$ cat config.mk
export PLATFORM = sky130hd
export DESIGN_NAME = mem_arbiter_flat
export DESIGN_NICKNAME = d
export VERILOG_FILES = /design/src/rtl/mem_arbiter_if.sv /design/src/rtl/mem_arbiter.sv /design/src/flat_wrapper.sv
export SDC_FILE = /design/constraint.sdc
export NUM_CORES = 1
export LEC_CHECK = 0
export CAP_MARGIN = 10
export CELL_PAD_IN_SITES_DETAIL_PLACEMENT = 1
export CELL_PAD_IN_SITES_GLOBAL_PLACEMENT = 1
export CORE_UTILIZATION = 40
export DETAILED_ROUTE_END_ITERATION = 12
export DONT_BUFFER_PORTS = 1
export HOLD_SLACK_MARGIN = 0.15
export MAX_ROUTING_LAYER = met4
export PLACE_DENSITY_LB_ADDON = 0.05
export REMOVE_ABC_BUFFERS = 1
export SLEW_MARGIN = 40
export SYNTH_ARGS = -nofsm -noshare
export SYNTH_HDL_FRONTEND = slang
export SYNTH_SLANG_ARGS = --single-unit
$ cat constraint.sdc
create_clock -name clk_i -period 1.2 [get_ports clk_i]
set_input_delay 0.12 -clock clk_i [delete_from_list [all_inputs] [get_ports clk_i]]
set_output_delay 0.12 -clock clk_i [all_outputs]
set_load 0.01 [all_outputs]
$ cat src/rtl/mem_arbiter_if.sv
// rtl/mem_arbiter_if.sv - bus bundle between two masters, the arbiter and the shared data RAM
interface mem_arbiter_if;
  logic        m0_req_i;
  logic [31:0] m0_addr_i;
  logic        m0_ack_o;
  logic        m0_err_o;
  logic [31:0] m0_rdata_o;
  logic        m1_req_i;
  logic [31:0] m1_addr_i;
  logic [31:0] m1_wdata_i;
  logic        m1_we_i;
  logic [1:0]  m1_hb_i;
  logic        m1_uload_i;
  logic        m1_ack_o;
  logic        m1_err_o;
  logic [31:0] m1_rdata_o;
  logic [31:0] ram_addr_o;
  logic [31:0] ram_wdata_o;
  logic        ram_we_o;
  logic [1:0]  ram_hb_o;
  logic        ram_uload_o;
  logic [31:0] ram_rdata_i;

  modport slave (
    input  m0_req_i, m0_addr_i,
    input  m1_req_i, m1_addr_i, m1_wdata_i, m1_we_i, m1_hb_i, m1_uload_i,
    input  ram_rdata_i,
    output m0_ack_o, m0_err_o, m0_rdata_o,
    output m1_ack_o, m1_err_o, m1_rdata_o,
    output ram_addr_o, ram_wdata_o, ram_we_o, ram_hb_o, ram_uload_o
  );

  modport master (
    output m0_req_i, m0_addr_i,
    output m1_req_i, m1_addr_i, m1_wdata_i, m1_we_i, m1_hb_i, m1_uload_i,
    output ram_rdata_i,
    input  m0_ack_o, m0_err_o, m0_rdata_o,
    input  m1_ack_o, m1_err_o, m1_rdata_o,
    input  ram_addr_o, ram_wdata_o, ram_we_o, ram_hb_o, ram_uload_o
  );
endinterface

$ cat src/rtl/mem_arbiter.sv
// rtl/mem_arbiter.sv - two-master arbiter/sequencer for the shared single-port data RAM
module mem_arbiter #(
  parameter logic [31:0] ADDR_LIMIT = 32'd1024,
  parameter bit          FIXED_PRIO = 1'b0
) (
  input  logic           clk_i,
  input  logic           rst_i,
  mem_arbiter_if.slave   bus
);
  localparam logic [1:0] IDLE   = 2'd0;
  localparam logic [1:0] ACCESS = 2'd1;
  localparam logic [1:0] DONE   = 2'd2;

  logic [1:0]  state;
  logic        last_grant;
  logic        sel_q, we_q, uload_q, err_q;
  logic [31:0] addr_q, wdata_q;
  logic [1:0]  hb_q;
  logic        m0_ack, m0_err, m1_ack, m1_err;
  logic [31:0] m0_rdata, m1_rdata;

  logic        grant_m1;
  logic [31:0] cand_addr;
  logic [1:0]  cand_hb;
  logic        cand_err;
  logic [31:0] rd_capture;

  always_comb begin
    // on a round-robin tie the master not granted last time wins
    grant_m1  = bus.m1_req_i & (~bus.m0_req_i | FIXED_PRIO | ~last_grant);
    cand_addr = grant_m1 ? bus.m1_addr_i : bus.m0_addr_i;
    cand_hb   = grant_m1 ? bus.m1_hb_i : 2'b10;
    cand_err  = (cand_addr >= ADDR_LIMIT)
              | (cand_hb == 2'b11)
              | ((cand_hb == 2'b01) & cand_addr[0])
              | ((cand_hb == 2'b10) & (cand_addr[1:0] != 2'b00));
    rd_capture = (~we_q & ~err_q) ? bus.ram_rdata_i : 32'd0;
  end

  always_ff @(posedge clk_i) begin
    if (rst_i) begin
      state      <= IDLE;
      last_grant <= 1'b0;
      sel_q      <= 1'b0;
      we_q       <= 1'b0;
      uload_q    <= 1'b0;
      err_q      <= 1'b0;
      addr_q     <= 32'd0;
      wdata_q    <= 32'd0;
      hb_q       <= 2'b00;
      m0_ack     <= 1'b0;
      m0_err     <= 1'b0;
      m0_rdata   <= 32'd0;
      m1_ack     <= 1'b0;
      m1_err     <= 1'b0;
      m1_rdata   <= 32'd0;
    end else begin
      m0_ack <= 1'b0;
      m0_err <= 1'b0;
      m1_ack <= 1'b0;
      m1_err <= 1'b0;
      case (state)
        IDLE: begin
          if (bus.m0_req_i | bus.m1_req_i) begin
            state      <= ACCESS;
            sel_q      <= grant_m1;
            last_grant <= grant_m1;
            addr_q     <= cand_addr;
            wdata_q    <= grant_m1 ? bus.m1_wdata_i : 32'd0;
            we_q       <= grant_m1 & bus.m1_we_i;
            hb_q       <= cand_hb;
            uload_q    <= grant_m1 & bus.m1_uload_i;
            err_q      <= cand_err;
          end
        end
        ACCESS: begin
          state <= DONE;
          if (sel_q) begin
            m1_ack   <= 1'b1;
            m1_err   <= err_q;
            m1_rdata <= rd_capture;
          end else begin
            m0_ack   <= 1'b1;
            m0_err   <= err_q;
            m0_rdata <= rd_capture;
          end
        end
        DONE:    state <= IDLE;
        default: state <= IDLE;
      endcase
    end
  end

  // write strobe is not gated by reset: the RAM itself has no reset
  assign bus.ram_we_o    = (state == ACCESS) & we_q & ~err_q;
  assign bus.ram_addr_o  = addr_q;
  assign bus.ram_wdata_o = wdata_q;
  assign bus.ram_hb_o    = hb_q;
  assign bus.ram_uload_o = uload_q;
  assign bus.m0_ack_o    = m0_ack;
  assign bus.m0_err_o    = m0_err;
  assign bus.m0_rdata_o  = m0_rdata;
  assign bus.m1_ack_o    = m1_ack;
  assign bus.m1_err_o    = m1_err;
  assign bus.m1_rdata_o  = m1_rdata;
endmodule

$ cat src/flat_wrapper.sv
// flat-port wrapper written by rule: the top's interface ports become plain ports
module mem_arbiter_flat 
#(
  parameter logic [31:0] ADDR_LIMIT = 32'd1024,
  parameter bit          FIXED_PRIO = 1'b0
)
  (clk_i, rst_i, bus_m0_req_i, bus_m0_addr_i, bus_m1_req_i, bus_m1_addr_i, bus_m1_wdata_i, bus_m1_we_i, bus_m1_hb_i, bus_m1_uload_i, bus_ram_rdata_i, bus_m0_ack_o, bus_m0_err_o, bus_m0_rdata_o, bus_m1_ack_o, bus_m1_err_o, bus_m1_rdata_o, bus_ram_addr_o, bus_ram_wdata_o, bus_ram_we_o, bus_ram_hb_o, bus_ram_uload_o);
  mem_arbiter_if bus_i ();
  input  logic clk_i;
  input  logic rst_i;
  input wire logic [$bits(bus_i.m0_req_i)-1:0] bus_m0_req_i;
  input wire logic [$bits(bus_i.m0_addr_i)-1:0] bus_m0_addr_i;
  input wire logic [$bits(bus_i.m1_req_i)-1:0] bus_m1_req_i;
  input wire logic [$bits(bus_i.m1_addr_i)-1:0] bus_m1_addr_i;
  input wire logic [$bits(bus_i.m1_wdata_i)-1:0] bus_m1_wdata_i;
  input wire logic [$bits(bus_i.m1_we_i)-1:0] bus_m1_we_i;
  input wire logic [$bits(bus_i.m1_hb_i)-1:0] bus_m1_hb_i;
  input wire logic [$bits(bus_i.m1_uload_i)-1:0] bus_m1_uload_i;
  input wire logic [$bits(bus_i.ram_rdata_i)-1:0] bus_ram_rdata_i;
  output wire logic [$bits(bus_i.m0_ack_o)-1:0] bus_m0_ack_o;
  output wire logic [$bits(bus_i.m0_err_o)-1:0] bus_m0_err_o;
  output wire logic [$bits(bus_i.m0_rdata_o)-1:0] bus_m0_rdata_o;
  output wire logic [$bits(bus_i.m1_ack_o)-1:0] bus_m1_ack_o;
  output wire logic [$bits(bus_i.m1_err_o)-1:0] bus_m1_err_o;
  output wire logic [$bits(bus_i.m1_rdata_o)-1:0] bus_m1_rdata_o;
  output wire logic [$bits(bus_i.ram_addr_o)-1:0] bus_ram_addr_o;
  output wire logic [$bits(bus_i.ram_wdata_o)-1:0] bus_ram_wdata_o;
  output wire logic [$bits(bus_i.ram_we_o)-1:0] bus_ram_we_o;
  output wire logic [$bits(bus_i.ram_hb_o)-1:0] bus_ram_hb_o;
  output wire logic [$bits(bus_i.ram_uload_o)-1:0] bus_ram_uload_o;
  assign bus_i.m0_req_i = bus_m0_req_i;
  assign bus_i.m0_addr_i = bus_m0_addr_i;
  assign bus_i.m1_req_i = bus_m1_req_i;
  assign bus_i.m1_addr_i = bus_m1_addr_i;
  assign bus_i.m1_wdata_i = bus_m1_wdata_i;
  assign bus_i.m1_we_i = bus_m1_we_i;
  assign bus_i.m1_hb_i = bus_m1_hb_i;
  assign bus_i.m1_uload_i = bus_m1_uload_i;
  assign bus_i.ram_rdata_i = bus_ram_rdata_i;
  assign bus_m0_ack_o = bus_i.m0_ack_o;
  assign bus_m0_err_o = bus_i.m0_err_o;
  assign bus_m0_rdata_o = bus_i.m0_rdata_o;
  assign bus_m1_ack_o = bus_i.m1_ack_o;
  assign bus_m1_err_o = bus_i.m1_err_o;
  assign bus_m1_rdata_o = bus_i.m1_rdata_o;
  assign bus_ram_addr_o = bus_i.ram_addr_o;
  assign bus_ram_wdata_o = bus_i.ram_wdata_o;
  assign bus_ram_we_o = bus_i.ram_we_o;
  assign bus_ram_hb_o = bus_i.ram_hb_o;
  assign bus_ram_uload_o = bus_i.ram_uload_o;
  mem_arbiter #(.ADDR_LIMIT(ADDR_LIMIT), .FIXED_PRIO(FIXED_PRIO)) u_core (.clk_i(clk_i), .rst_i(rst_i), .bus(bus_i));
endmodule
==> results of run 1 <==
[repair_timing]
item	in CTS	in global routing
resized for setup	152	272
hold endpoints to repair	140	140
pin swaps	58	155
buffers inserted	33	8
setup endpoints to repair	123	140
cloned	29	3
[placed cells by master, fill, tap and decap left out, types with 14 or more instances in the layout]
master     count
dfxtp_1      137
buf_4         14
nand3_4       27
clkbuf_16     20
buf_6         21
a21oi_2       62
nand3_1       14
a22oi_2       35
nand3_2       23
nand2_1       22
buf_12        27
nor2_1        60
a211oi_2      28
buf_16        15
nand2_4       30
[area by class of cell]
type                    count  area share
clock inverters            12      0.0187
multi-input cells         405       0.433
clock buffers              20      0.0520
well taps                 172      0.0240
flip-flops and latches    140       0.313
repair buffers             84       0.159
inverters                   1    0.000418
[cells by family after synthesis]
logic type	after synthesis	synth area share
DFF	140	0.528
muxes	32	0.0603
and+or+nand+nor	232	0.190
AOI/OAI and AO/OA	141	0.168
buffers and inverters	55	0.0542
[report_power, final]
part | switching, mW | total (mW) | internal (mW) | leakage (nW)
Combinational | 1.38 | 2.72 | 1.33 | 1.52
Sequential | 0.446 | 5.39 | 4.94 | 1.15
Clock | 2.20 | 5.84 | 3.63 | 0.319
[state kept, by name, summed over array words and instances (netlist names), 2 cells and up]
signal,count
u_core.bus.m0_rdata_o,32
u_core.bus.m1_rdata_o,32
u_core.bus.ram_addr_o,32
u_core.bus.ram_wdata_o,32
u_core.bus.ram_hb_o,2
u_core.state,2
[routing by layer]
metal	vias up	share of wire	wire length, µm
met5	-	0	0
met3	81	0.079	2020
met4	0	0.045	1140
met1	2573	0.35	8840
met2	287	0.53	13500
li1	2236	-	-
[worst max-delay path by stage]
stage | from | slack (ns) | end
after floorplan | u_core.last_grant | -2.64 | u_core.bus.ram_hb_o[0]
after global placement | bus_m0_addr_i[26] | -0.10 | u_core.err_q
after detailed placement | bus_m0_addr_i[26] | -0.13 | u_core.err_q
after CTS | u_core.state[1] | -0.24 | bus_ram_we_o
after global routing | u_core.state[1] | -0.32 | u_core.err_q
final | u_core.state[1] | -0.29 | u_core.err_q
==> out/results.ini, run 1 <==
[run_status]
status = finished with violations
failed_checks = hold timing, setup timing

[critical_path]
crit_type = reg -> reg
end_kind = flip-flop
reg2reg_setup_slack_ns = -0.29
path_depth = 7
arrival_ns = 1.79
cp_num_buf_inv = 3
cpMaxStageDelayCell = dfxtp_2
critPathMaxStageDelay_ns = 0.33
startpoint_type = flip-flop
reg2reg_depth = 7
r2r_start = u_core.state[1]
crit_chain = buf_6 -> nor2_4 -> buf_6 -> o21ai_4 -> buf_6 -> o32ai_4 -> a211oi_2
worstPathRequired_ns = 1.50
worst_r2r_endpoint = u_core.err_q
cpMostUsedCell = buf_6
critical-path-top-delay-family = compound AO/OA/AOI/OAI gates
worstPathMaxFanout = 6

[power]
p_leak_nw = 2.99
total_power_mw = 13.9
peakVddDrop_mv = 0.989
pwr_density_cell_nw_per_um2 = 1550

[final_layout]
n_antenna_cell = 0
final_cells = 834
n_fill_cell = 1167
register_area_um2 = 2810
multi_input_area_um2 = 3890
fin_area_um2 = 8980
drive_gt1_frac = 0.592
fin_util = 0.703
nets = 785
area_delta_synth_final_pct = 69.1

[place]
place_inst = 742
post-dp-hpwl_mm = 11.0
port-buffer-count = 0
placed_cell_area_um2 = 5570
place_congestion = 0.772
place_ws_ns = -0.130

[floorplanning]
initial_core_util = 0.416
rows = 41
die_w_um = 117
io_pins = 272
dieArea_um2 = 13700
die_h_um = 117
core_area_um2 = 12800

[grt]
gr-usage-met3 = 0.110
grt-ovfl-total = 0
grt_pass1_wl_mm = 32.2
met2_usage = 0.605
track_usage = 0.339
grtUsageMet1 = 0.318
grt-busiest-layer = met2
grt_pass1_vias = 5445
grt_max_degree = 140
antenna_found_initial = 0

[synthesis]
synth_top_cell_by_area = dfxtp_1
synth_top_area_frac = 0.528
async_reset_ff_frac = 0
netlist_instances = 600
synth_ff_type = dfxtp_1
avgSynthCellArea_um2 = 8.85
ys_seq_elements = 140
synth_edf_count = 0
synth_cell_type_count = 27
synth.most_common_cell = dfxtp_1
synth_area_leaders = dfxtp_1 (53%), a21oi_1 (6.1%), mux2i_1 (6.0%), nand3_1 (6.0%), nor2_1 (5.7%)
yosys_warnings = 0
synth-seq-area-share = 0.528
synth_area_um2 = 5310
synth_commonest_cells = dfxtp_1 (140), nor2_1 (80), nand2_1 (66)

[clock_network]
cts_tree = yes
cts_buffer_depth = 2
h-tree-depth = 4
cts_buffers = 17
cts_root_buf = clkbuf_16
clkTransAtPathRegs_ns = 0.07
cts_sinks = 140
insertion_delay_ns = 0.43

[detailed_routing]
viasPerCell = 6.21
drt_wl_total_mm = 25.5
drtIter0Drc = 315
drt-wirelength-per-cell_um = 30.6
drc_errors = 0
antenna_left = 0
vias = 5177
firstDrtPassIters = 4

[min_path]
min_path_type = in -> reg
holdPathStages = 1
min_from = rst_i
whs_endpoint = u_core.bus.ram_addr_o[13]

[sta]
clock_skew_ns = 0.0122
fin_hold_ws_ns = -0.241
slew_headroom = 0.599
maxSlewViolCount = 0
setup_tns_ns = -22.09
fin_ws_ns = -0.285
hold_viol = 138
tightestPinTransition_ns = 0.594
period_share = 1.24
finalSetupViolCount = 139
rsz0062_at_grt = true
final.min_clock_period_ns = 1.49
fmax_mhz = 673

[job]
drv_cap = 0

Power figures use the tool's default switching activity.
==> run 2, diff against run 1 <==
--- a/config.mk
+++ b/config.mk
@@ -11,7 +11,7 @@
 export CORE_UTILIZATION = 40
 export DETAILED_ROUTE_END_ITERATION = 12
 export DONT_BUFFER_PORTS = 1
-export HOLD_SLACK_MARGIN = 0.15
+export HOLD_SLACK_MARGIN = 0.1
 export MAX_ROUTING_LAYER = met4
 export PLACE_DENSITY_LB_ADDON = 0.05
 export REMOVE_ABC_BUFFERS = 1
==> results of run 2 <==
Same layout as run 1: the final DEF is identical, and so are final timing and power.
